File: src/rtl/exu_fpu_wb.sv
`default_nettype none
// ============================================================================
// exu_fpu_wb : FP writeback stage - pending/capture tracking, result FIFO,
//              register busy bitmap and issue stall.   Rev 1.0
// ============================================================================
module exu_fpu_wb #(
  parameter int DEPTH = 2
) (
  input  logic        clk,
  input  logic        rst_l,
  input  logic        scan_mode,
  input  logic        issue_valid,
  input  logic [4:0]  issue_rd,
  input  logic        flush_lower,
  input  logic        fpu_finish,
  input  logic [31:0] fpu_result,
  input  logic [4:0]  fpu_fflags,
  input  logic        wb_ready,
  output logic        wb_valid,
  output logic [4:0]  wb_rd,
  output logic [31:0] wb_data,
  output logic        fflags_wr_en,
  output logic [4:0]  fflags_wr_data,
  output logic        issue_stall,
  output logic [31:0] rd_busy
);
  localparam int AW = $clog2(DEPTH);

  logic          pend_vld_q, pend_vld_d;
  logic [4:0]    pend_rd_q, pend_rd_d;
  logic          cap_vld_q, cap_vld_d;
  logic [4:0]    cap_rd_q, cap_rd_d;
  logic [AW-1:0] wr_ptr_q, wr_ptr_d, rd_ptr_q, rd_ptr_d;
  logic [AW:0]   count_q, count_d;
  logic [4:0]    mem_rd_q    [DEPTH];
  logic [4:0]    mem_rd_d    [DEPTH];
  logic [31:0]   mem_data_q  [DEPTH];
  logic [31:0]   mem_data_d  [DEPTH];
  logic [4:0]    mem_flags_q [DEPTH];
  logic [4:0]    mem_flags_d [DEPTH];

  logic          w_full, w_push, w_push_ok, w_pop;
  logic [AW+1:0] w_occ;
  logic [AW-1:0] w_off;
  logic [31:0]   w_rd_busy;
  logic          unused_scan;

  // Scan muxing lives in the flop cells themselves; nothing to do here.
  assign unused_scan = scan_mode;

  assign w_full    = (count_q == (AW+1)'(DEPTH));
  assign w_push    = cap_vld_q;
  assign w_pop     = wb_valid & wb_ready;
  assign w_push_ok = w_push & (~w_full | w_pop);

  always_comb begin
    pend_vld_d = pend_vld_q;
    pend_rd_d  = pend_rd_q;
    if (flush_lower) begin
      pend_vld_d = 1'b0;
    end else if (issue_valid) begin
      pend_vld_d = 1'b1;
      pend_rd_d  = issue_rd;
    end else if (fpu_finish) begin
      pend_vld_d = 1'b0;
    end
    cap_vld_d = fpu_finish & pend_vld_q & ~flush_lower;
    cap_rd_d  = pend_rd_q;
  end

  always_comb begin
    mem_rd_d    = mem_rd_q;
    mem_data_d  = mem_data_q;
    mem_flags_d = mem_flags_q;
    wr_ptr_d    = wr_ptr_q;
    rd_ptr_d    = rd_ptr_q;
    count_d     = count_q;
    if (w_push_ok) begin
      mem_rd_d[wr_ptr_q]    = cap_rd_q;
      mem_data_d[wr_ptr_q]  = fpu_result;
      mem_flags_d[wr_ptr_q] = fpu_fflags;
      wr_ptr_d              = wr_ptr_q + 1'b1;
    end
    if (w_pop) begin
      rd_ptr_d = rd_ptr_q + 1'b1;
    end
    if (w_push_ok && !w_pop) begin
      count_d = count_q + 1'b1;
    end else if (!w_push_ok && w_pop) begin
      count_d = count_q - 1'b1;
    end
  end

  always_ff @(posedge clk or negedge rst_l) begin
    if (!rst_l) begin
      pend_vld_q <= 1'b0;
      pend_rd_q  <= '0;
      cap_vld_q  <= 1'b0;
      cap_rd_q   <= '0;
      wr_ptr_q   <= '0;
      rd_ptr_q   <= '0;
      count_q    <= '0;
      for (int i = 0; i < DEPTH; i++) begin
        mem_rd_q[i]    <= '0;
        mem_data_q[i]  <= '0;
        mem_flags_q[i] <= '0;
      end
    end else begin
      pend_vld_q  <= pend_vld_d;
      pend_rd_q   <= pend_rd_d;
      cap_vld_q   <= cap_vld_d;
      cap_rd_q    <= cap_rd_d;
      wr_ptr_q    <= wr_ptr_d;
      rd_ptr_q    <= rd_ptr_d;
      count_q     <= count_d;
      mem_rd_q    <= mem_rd_d;
      mem_data_q  <= mem_data_d;
      mem_flags_q <= mem_flags_d;
    end
  end

  // Entry i is live when its distance from the head is below the count.
  always_comb begin
    w_rd_busy = '0;
    w_off     = '0;
    if (pend_vld_q) w_rd_busy[pend_rd_q] = 1'b1;
    if (cap_vld_q)  w_rd_busy[cap_rd_q]  = 1'b1;
    for (int i = 0; i < DEPTH; i++) begin
      w_off = AW'(i) - rd_ptr_q;
      if ({1'b0, w_off} < count_q) w_rd_busy[mem_rd_q[i]] = 1'b1;
    end
  end

  assign w_occ = (AW+2)'(count_q) + (AW+2)'(cap_vld_q) + (AW+2)'(pend_vld_q)
               - (AW+2)'(w_pop);

  assign wb_valid       = (count_q != '0);
  assign wb_rd          = mem_rd_q[rd_ptr_q];
  assign wb_data        = mem_data_q[rd_ptr_q];
  assign fflags_wr_data = mem_flags_q[rd_ptr_q];
  assign fflags_wr_en   = w_pop;
  assign issue_stall    = (pend_vld_q & ~fpu_finish) | (w_occ >= (AW+2)'(DEPTH));
  assign rd_busy        = w_rd_busy;

  a_no_overflow: assert property (@(posedge clk) disable iff (!rst_l)
    !(w_push && w_full && !w_pop));

endmodule
`default_nettype wire
File: config.mk
export PLATFORM = sky130hd
export DESIGN_NAME = exu_fpu_wb
export DESIGN_NICKNAME = d
export VERILOG_FILES = /design/src/rtl/exu_fpu_wb.sv
export SDC_FILE = /design/constraint.sdc
export NUM_CORES = 1
export LEC_CHECK = 0
export ABC_CLOCK_PERIOD_IN_PS = 2830
export CORE_MARGIN = 2
export CORE_UTILIZATION = 30
export DETAILED_ROUTE_END_ITERATION = 10
export DONT_BUFFER_PORTS = 1
export PLACE_DENSITY_LB_ADDON = 0.3
export SLEW_MARGIN = 20
export SYNTH_ARGS = -nofsm -noshare
export SYNTH_HDL_FRONTEND = slang
export SYNTH_SLANG_ARGS = --single-unit
File: constraint.sdc
create_clock -name clk -period 2.83 [get_ports clk]
set_input_delay 0.566 -clock clk [delete_from_list [all_inputs] [get_ports clk]]
set_output_delay 0.566 -clock clk [all_outputs]
set_load 0.05 [all_outputs]
==> impl_metrics.json, run 1 <==
{
  "yosysTopAreaCell": "dfrtp_1",
  "rsz0062_at_grt": "yes",
  "io_buffers": 0,
  "finalMaxSlewViolations": 0,
  "vias": 3679,
  "multi_input_area_um2": 2670,
  "dr.pass1.iters": 5,
  "fp-row-count": 48,
  "clk_latency_ps": 350,
  "startpoint_type": "flop",
  "min_period_ps": 3370,
  "wl_um": 13800,
  "fp.dieArea_um2": 18900,
  "drive_above_1_share_pct": 48.0,
  "antenna_found_initial": 0,
  "n_fill_cell": 1720,
  "tightest_slew_ps": 653,
  "critical_path_arrival_ps": 2810,
  "cts_tree": "done",
  "synth_enable_flop_cells": 0,
  "synth_ff_type": "dfrtp_1",
  "worstPathRequired_ps": 2260,
  "cp-end-kind": "output pin",
  "maxCapViolCount": 0,
  "num_antenna_cells": 0,
  "layout_common_cells": "mux2_2, dfrtp_1, buf_4, o221ai_1, a22oi_1",
  "yosysUniqueCellTypes": 37,
  "worst_clock_skew_ps": 14.9,
  "first_global_vias": 3945,
  "synth_area_um2": 5340,
  "finish.utilization_pct": 35.6,
  "cts.sinks": 100,
  "crit_fanout": 2,
  "hold_class": "input pin to asynchronous set/reset pin",
  "viasPerCell": 5.48,
  "syn_inst": 409,
  "cts_buffer_depth": 2,
  "timing.hold.ws_ps": -94.9,
  "io_pins": 126,
  "grt_max_degree": 101,
  "die_h_um": 137,
  "synthArstFlopShare_pct": 100,
  "final_area_um2": 6170,
  "setup_viol": 1,
  "setup_ws_ps": -542,
  "status": "complete, but fails checks",
  "cpMaxStageDelayCell": "or3_4",
  "grt-ovfl-total": 0,
  "nNetsFinal": 494,
  "ys_ff_latch": 100,
  "violations": "hold timing, setup timing",
  "core_um2": 17400,
  "drtIter0Drc": 253,
  "regArea_um2": 2500,
  "synth_nets": 462,
  "maxSlewHeadroom_pct": 55.9,
  "grtUsageTotal_pct": 14.7,
  "synth_area_leaders": "dfrtp_1, mux2_2, o221ai_1",
  "drcViolationCount": 0,
  "h-tree-depth": 3,
  "wire_per_inst_um": 20.6,
  "synth_area_per_cell_um2": 13.1,
  "gp_congestion": 0.891,
  "placed_cell_area_um2": 5840,
  "synth_top_area_share_pct": 46.8,
  "dp_hpwl_um": 9640,
  "layout_commonest_cell": "mux2_2",
  "fin_crit_sh_pct": 119,
  "setup_tns_ps": -542,
  "root_buffer": "clkbuf_16",
  "critical_path.most_common_cell": "ha_4",
  "clock.fmax_mhz": 297,
  "ys_seq_area_share_pct": 46.8,
  "hold_viol": 100,
  "path_class": "flop to output pin",
  "postRouteAntennaNets": 0,
  "ys.warnings.count": 0,
  "syn2layout_area_growth_pct": 15.5,
  "die_w_um": 137,
  "rr_worst_depth": 4,
  "cp_cell_sequence": "or2_4 -> nand2_4 -> clkinvlp_4 -> ha_4 -> inv_2 -> ha_4 -> a21o_1 -> fa_2 -> xnor2_1 -> or3_4",
  "cts_buffers": 9,
  "start_util_pct": 30.8,
  "grt_pass1_wl_um": 21300,
  "dp.cells": 654,
  "cts.clk_slew.worst_paths_ps": 70,
  "cpPeakStageDelay_ps": 480,
  "fin_cells": 671
}
## critical path: cells and delay by family (launching register included)
kind	cells	cell delay, ps
xor gates and xnor gates	1	130
and+or+nand+nor	3	820
buffers and inverters	2	140
adders and majority gates	3	820
AOI/OAI and AO/OA	1	170
DFF	1	380
## logic make-up after synthesis
logic type | share of synthesized area (%)
mux | 27.6
flops | 46.8
simple gates | 8.93
xor+xnor | 0.984
compound gates | 10.6
buf+inv | 3.91
fa+ha+maj | 1.08
## final cells by class
class / instances / share of cell area [%]
timing repair buffer: 50 / 6.08
clock inverter: 6 / 1.24
sequential: 100 / 40.6
clock buffer: 10 / 3.87
multi-input combinational: 275 / 43.3
inverter: 5 / 0.365
tap: 225 / 4.56
## state kept, by name (all words and copies together), names as in the netlist
register and count:
mem_data_q 64, mem_flags_q 10, mem_rd_q 10, cap_rd_d 5
cap_rd_q 5, count_q 2, cap_vld_q 1, pend_vld_q 1
rd_ptr_q 1, wr_ptr_q 1
## per-layer routing
layer  vias up  global-route usage (%)  share of wire [%]
met1      1848                    17.8                 41
met4         0                    6.07                1.6
met5         -                       0                  0
met3        18                    5.41                9.5
met2       172                    23.8                 47
li1       1641                       -                  -
## cell usage after synthesis, types with 4 or more instances
| master | instances |
|---|---|
| inv_1 | 5 |
| nand3b_1 | 8 |
| nand2_1 | 5 |
| clkbuf_1 | 6 |
| and4b_1 | 6 |
| o221ai_1 | 32 |
| xnor2_1 | 4 |
| buf_2 | 5 |
| dfrtp_1 | 100 |
| mux2_2 | 129 |
| nor2_1 | 11 |
| nor2b_1 | 8 |
| or3b_2 | 4 |
| a22oi_1 | 24 |
| a32oi_1 | 8 |
| buf_6 | 9 |
| buf_1 | 7 |
## metrics by stage
| step | setup WS (ps) | hold slack, ps |
|---|---|---|
| global route | -657 | -122 |
| floorplan | -635 | 270 |
| CTS | -598 | -112 |
| global placement | -177 | 273 |
| finish | -542 | -94.9 |
| detailed placement | -238 | 273 |
## final timing paths
check                             from              to  slack [ps]
max                         count_q[0]     issue_stall        -540
min in group clk           flush_lower      pend_vld_q         270
max in group asynchronous        rst_l     cap_rd_d[4]        2820
min                              rst_l  mem_data_q[47]         -90
max reg2reg                 count_q[0]     mem_rd_q[2]         820
min reg2reg                cap_rd_d[3]     cap_rd_q[3]         480
## repair_timing
item                                   CTS  global route
setup buffers                            1             0
setup endpoints to repair                1             1
gates resized for setup                  0             2
pin swaps                                1             4
endpoints found under the hold margin  100           100
Power of run 1 is left out: the tool's default activity adds up to more than one toggle a clock period on the data nets, which glitch-free logic cannot reach.
==> run 2, diff against run 1 <==
--- a/config.mk
+++ b/config.mk
@@ -8,6 +8,7 @@
 export ABC_CLOCK_PERIOD_IN_PS = 2830
 export CORE_MARGIN = 2
 export CORE_UTILIZATION = 30
+export CTS_CLUSTER_SIZE = 25
 export DETAILED_ROUTE_END_ITERATION = 10
 export DONT_BUFFER_PORTS = 1
 export PLACE_DENSITY_LB_ADDON = 0.3
==> results of run 2 <==
The final DEF is identical to that of run 1; final timing and power are the same.
Power of run 2 is left out for the same reason.
==> run 3, diff against run 2 <==
--- a/config.mk
+++ b/config.mk
@@ -6,8 +6,9 @@
 export NUM_CORES = 1
 export LEC_CHECK = 0
 export ABC_CLOCK_PERIOD_IN_PS = 2830
+export CORE_ASPECT_RATIO = 0.9
 export CORE_MARGIN = 2
-export CORE_UTILIZATION = 30
+export CORE_UTILIZATION = 58
 export CTS_CLUSTER_SIZE = 25
 export DETAILED_ROUTE_END_ITERATION = 10
 export DONT_BUFFER_PORTS = 1
==> run 3 against run 2 <==
The run still ends with hold timing, setup timing left. Global-route usage up 11 points. Critical path depth unchanged. Worst setup slack worse by 27 ps. Core utilization up 30 points. Maximum frequency down 0.80%. Hold slack worse by 23 ps. Final cell count down 16%. Design area down 4.2%. First-iteration DRC count up 54%. Critical path type unchanged. Critical endpoint unchanged.
==> impl_metrics.json, run 3 (synthesized netlist as in run 1, its figures left out) <==
{
  "status": "complete, but fails checks",
  "violations": "hold timing, setup timing",
  "layout_common_cells": "mux2_2, dfrtp_1, buf_4, o221ai_1, a22oi_1",
  "worst_clock_skew_ps": 20.0,
  "nNetsFinal": 492,
  "clk_latency_ps": 370,
  "core_um2": 9040,
  "viasPerCell": 6.67,
  "finalMaxSlewViolations": 0,
  "io_pins": 126,
  "maxSlewHeadroom_pct": 47.3,
  "postRouteAntennaNets": 0,
  "grt_max_degree": 101,
  "cp-end-kind": "output pin",
  "timing.hold.ws_ps": -118,
  "startpoint_type": "flop",
  "gp_congestion": 0.980,
  "multi_input_area_um2": 2680,
  "rsz0062_at_grt": "yes",
  "vias": 3778,
  "top_layer_used": "met4",
  "grt-ovfl-total": 0,
  "fp.dieArea_um2": 9990,
  "h-tree-depth": 3,
  "setup_ws_ps": -570,
  "first_global_vias": 3846,
  "finish.utilization_pct": 65.4,
  "wire_per_inst_um": 22.9,
  "top_register": "mem_data_q",
  "tightest_slew_ps": 785,
  "wl_met1_um": 5280,
  "cts.clk_slew.worst_paths_ps": 120,
  "wl_met2_um": 6070,
  "maxCapViolCount": 0,
  "hold_viol": 100,
  "n_fill_cell": 655,
  "dp.cells": 548,
  "drtIter0Drc": 390,
  "crit_fanout": 2,
  "met3_length_um": 1290,
  "syn2layout_area_growth_pct": 10.7,
  "num_antenna_cells": 0,
  "die_w_um": 105,
  "cts.sinks": 100,
  "path_class": "flop to output pin",
  "grt_pass1_wl_um": 20200,
  "wl_um": 13000,
  "cts_buffer_depth": 2,
  "antenna_found_initial": 0,
  "grtUsageTotal_pct": 26.0,
  "largest_reg_flops": 64,
  "cts_tree": "done",
  "fin_cells": 566,
  "io_buffers": 0,
  "fp-row-count": 33,
  "min_period_ps": 3400,
  "setup_viol": 2,
  "regArea_um2": 2500,
  "die_h_um": 95.0,
  "layout_commonest_cell": "mux2_2",
  "clock.fmax_mhz": 294,
  "worstPathRequired_ps": 2260,
  "root_buffer": "clkbuf_8",
  "hold_class": "input pin to asynchronous set/reset pin",
  "dr.pass1.iters": 5,
  "dp_hpwl_um": 9010,
  "cts_buffers": 9,
  "drcViolationCount": 0,
  "reg_top3": "mem_data_q: 64 flops, mem_flags_q: 10 flops, mem_rd_q: 10 flops",
  "post-place-ws_ps": -228,
  "fin_crit_sh_pct": 120,
  "drive_above_1_share_pct": 48.0,
  "start_util_pct": 59.1,
  "critical_path_arrival_ps": 2830
}
[run 3: path summary, 6_finish.rpt]
kind | start | endpoint | slack [ps] | cells past startpoint
min in group clk | flush_lower | cap_vld_q | 260 | 1
worst min-delay path | rst_l | mem_data_q[15] | -120 | 0
max in group asynchronous | rst_l | cap_rd_d[3] | 2800 | 0
worst min register to register | cap_rd_d[4] | cap_rd_q[4] | 500 | 0
worst max-delay path | count_q[1] | issue_stall | -570 | 10
worst max register to register | count_q[0] | mem_data_q[9] | 860 | 4
[run 3: per-layer routing]
| layer | GRT usage, % | vias up |
|---|---|---|
| li1 | - | 1636 |
| met1 | 34.4 | 1893 |
| met2 | 41.0 | 208 |
| met3 | 8.07 | 41 |
| met4 | 8.89 | 0 |
| met5 | 0 | - |
[run 3: final cells by class]
cell class / count / area share, %
tap: 122 / 2.58
sequential: 100 / 42.3
inverter: 5 / 0.423
multi-input combinational: 275 / 45.3
clock inverter: 7 / 1.14
timing repair buffer: 48 / 6.09
clock buffer: 9 / 2.09
[run 3: through the flow]
stage,TNS [ps],area [um^2]
after global placement,-157,5680
after detailed placement,-228,5680
after global routing,-1490,5910
final,-587,5910
after CTS,-613,5900
after floorplan,-635,5380
[run 3: critical path, cell delays in order (launching register included)]
cell and delay [ps]:
dfrtp_1 400, or2_4 270, nand2_4 70, clkinvlp_4 100
ha_4 280, inv_4 30, ha_4 190, a21o_1 160
fa_2 350, xnor2_2 130, or3_4 480
[run 3: timing repair]
item | 4_1_cts | 5_1_grt
setup endpoints to repair | 1 | 9
buffers inserted | 1 | 1
endpoints found under the hold margin | 100 | 100
resized for setup | 2 | 2
pin swaps | 7 | 7
Power of run 3 is left out for the same reason.
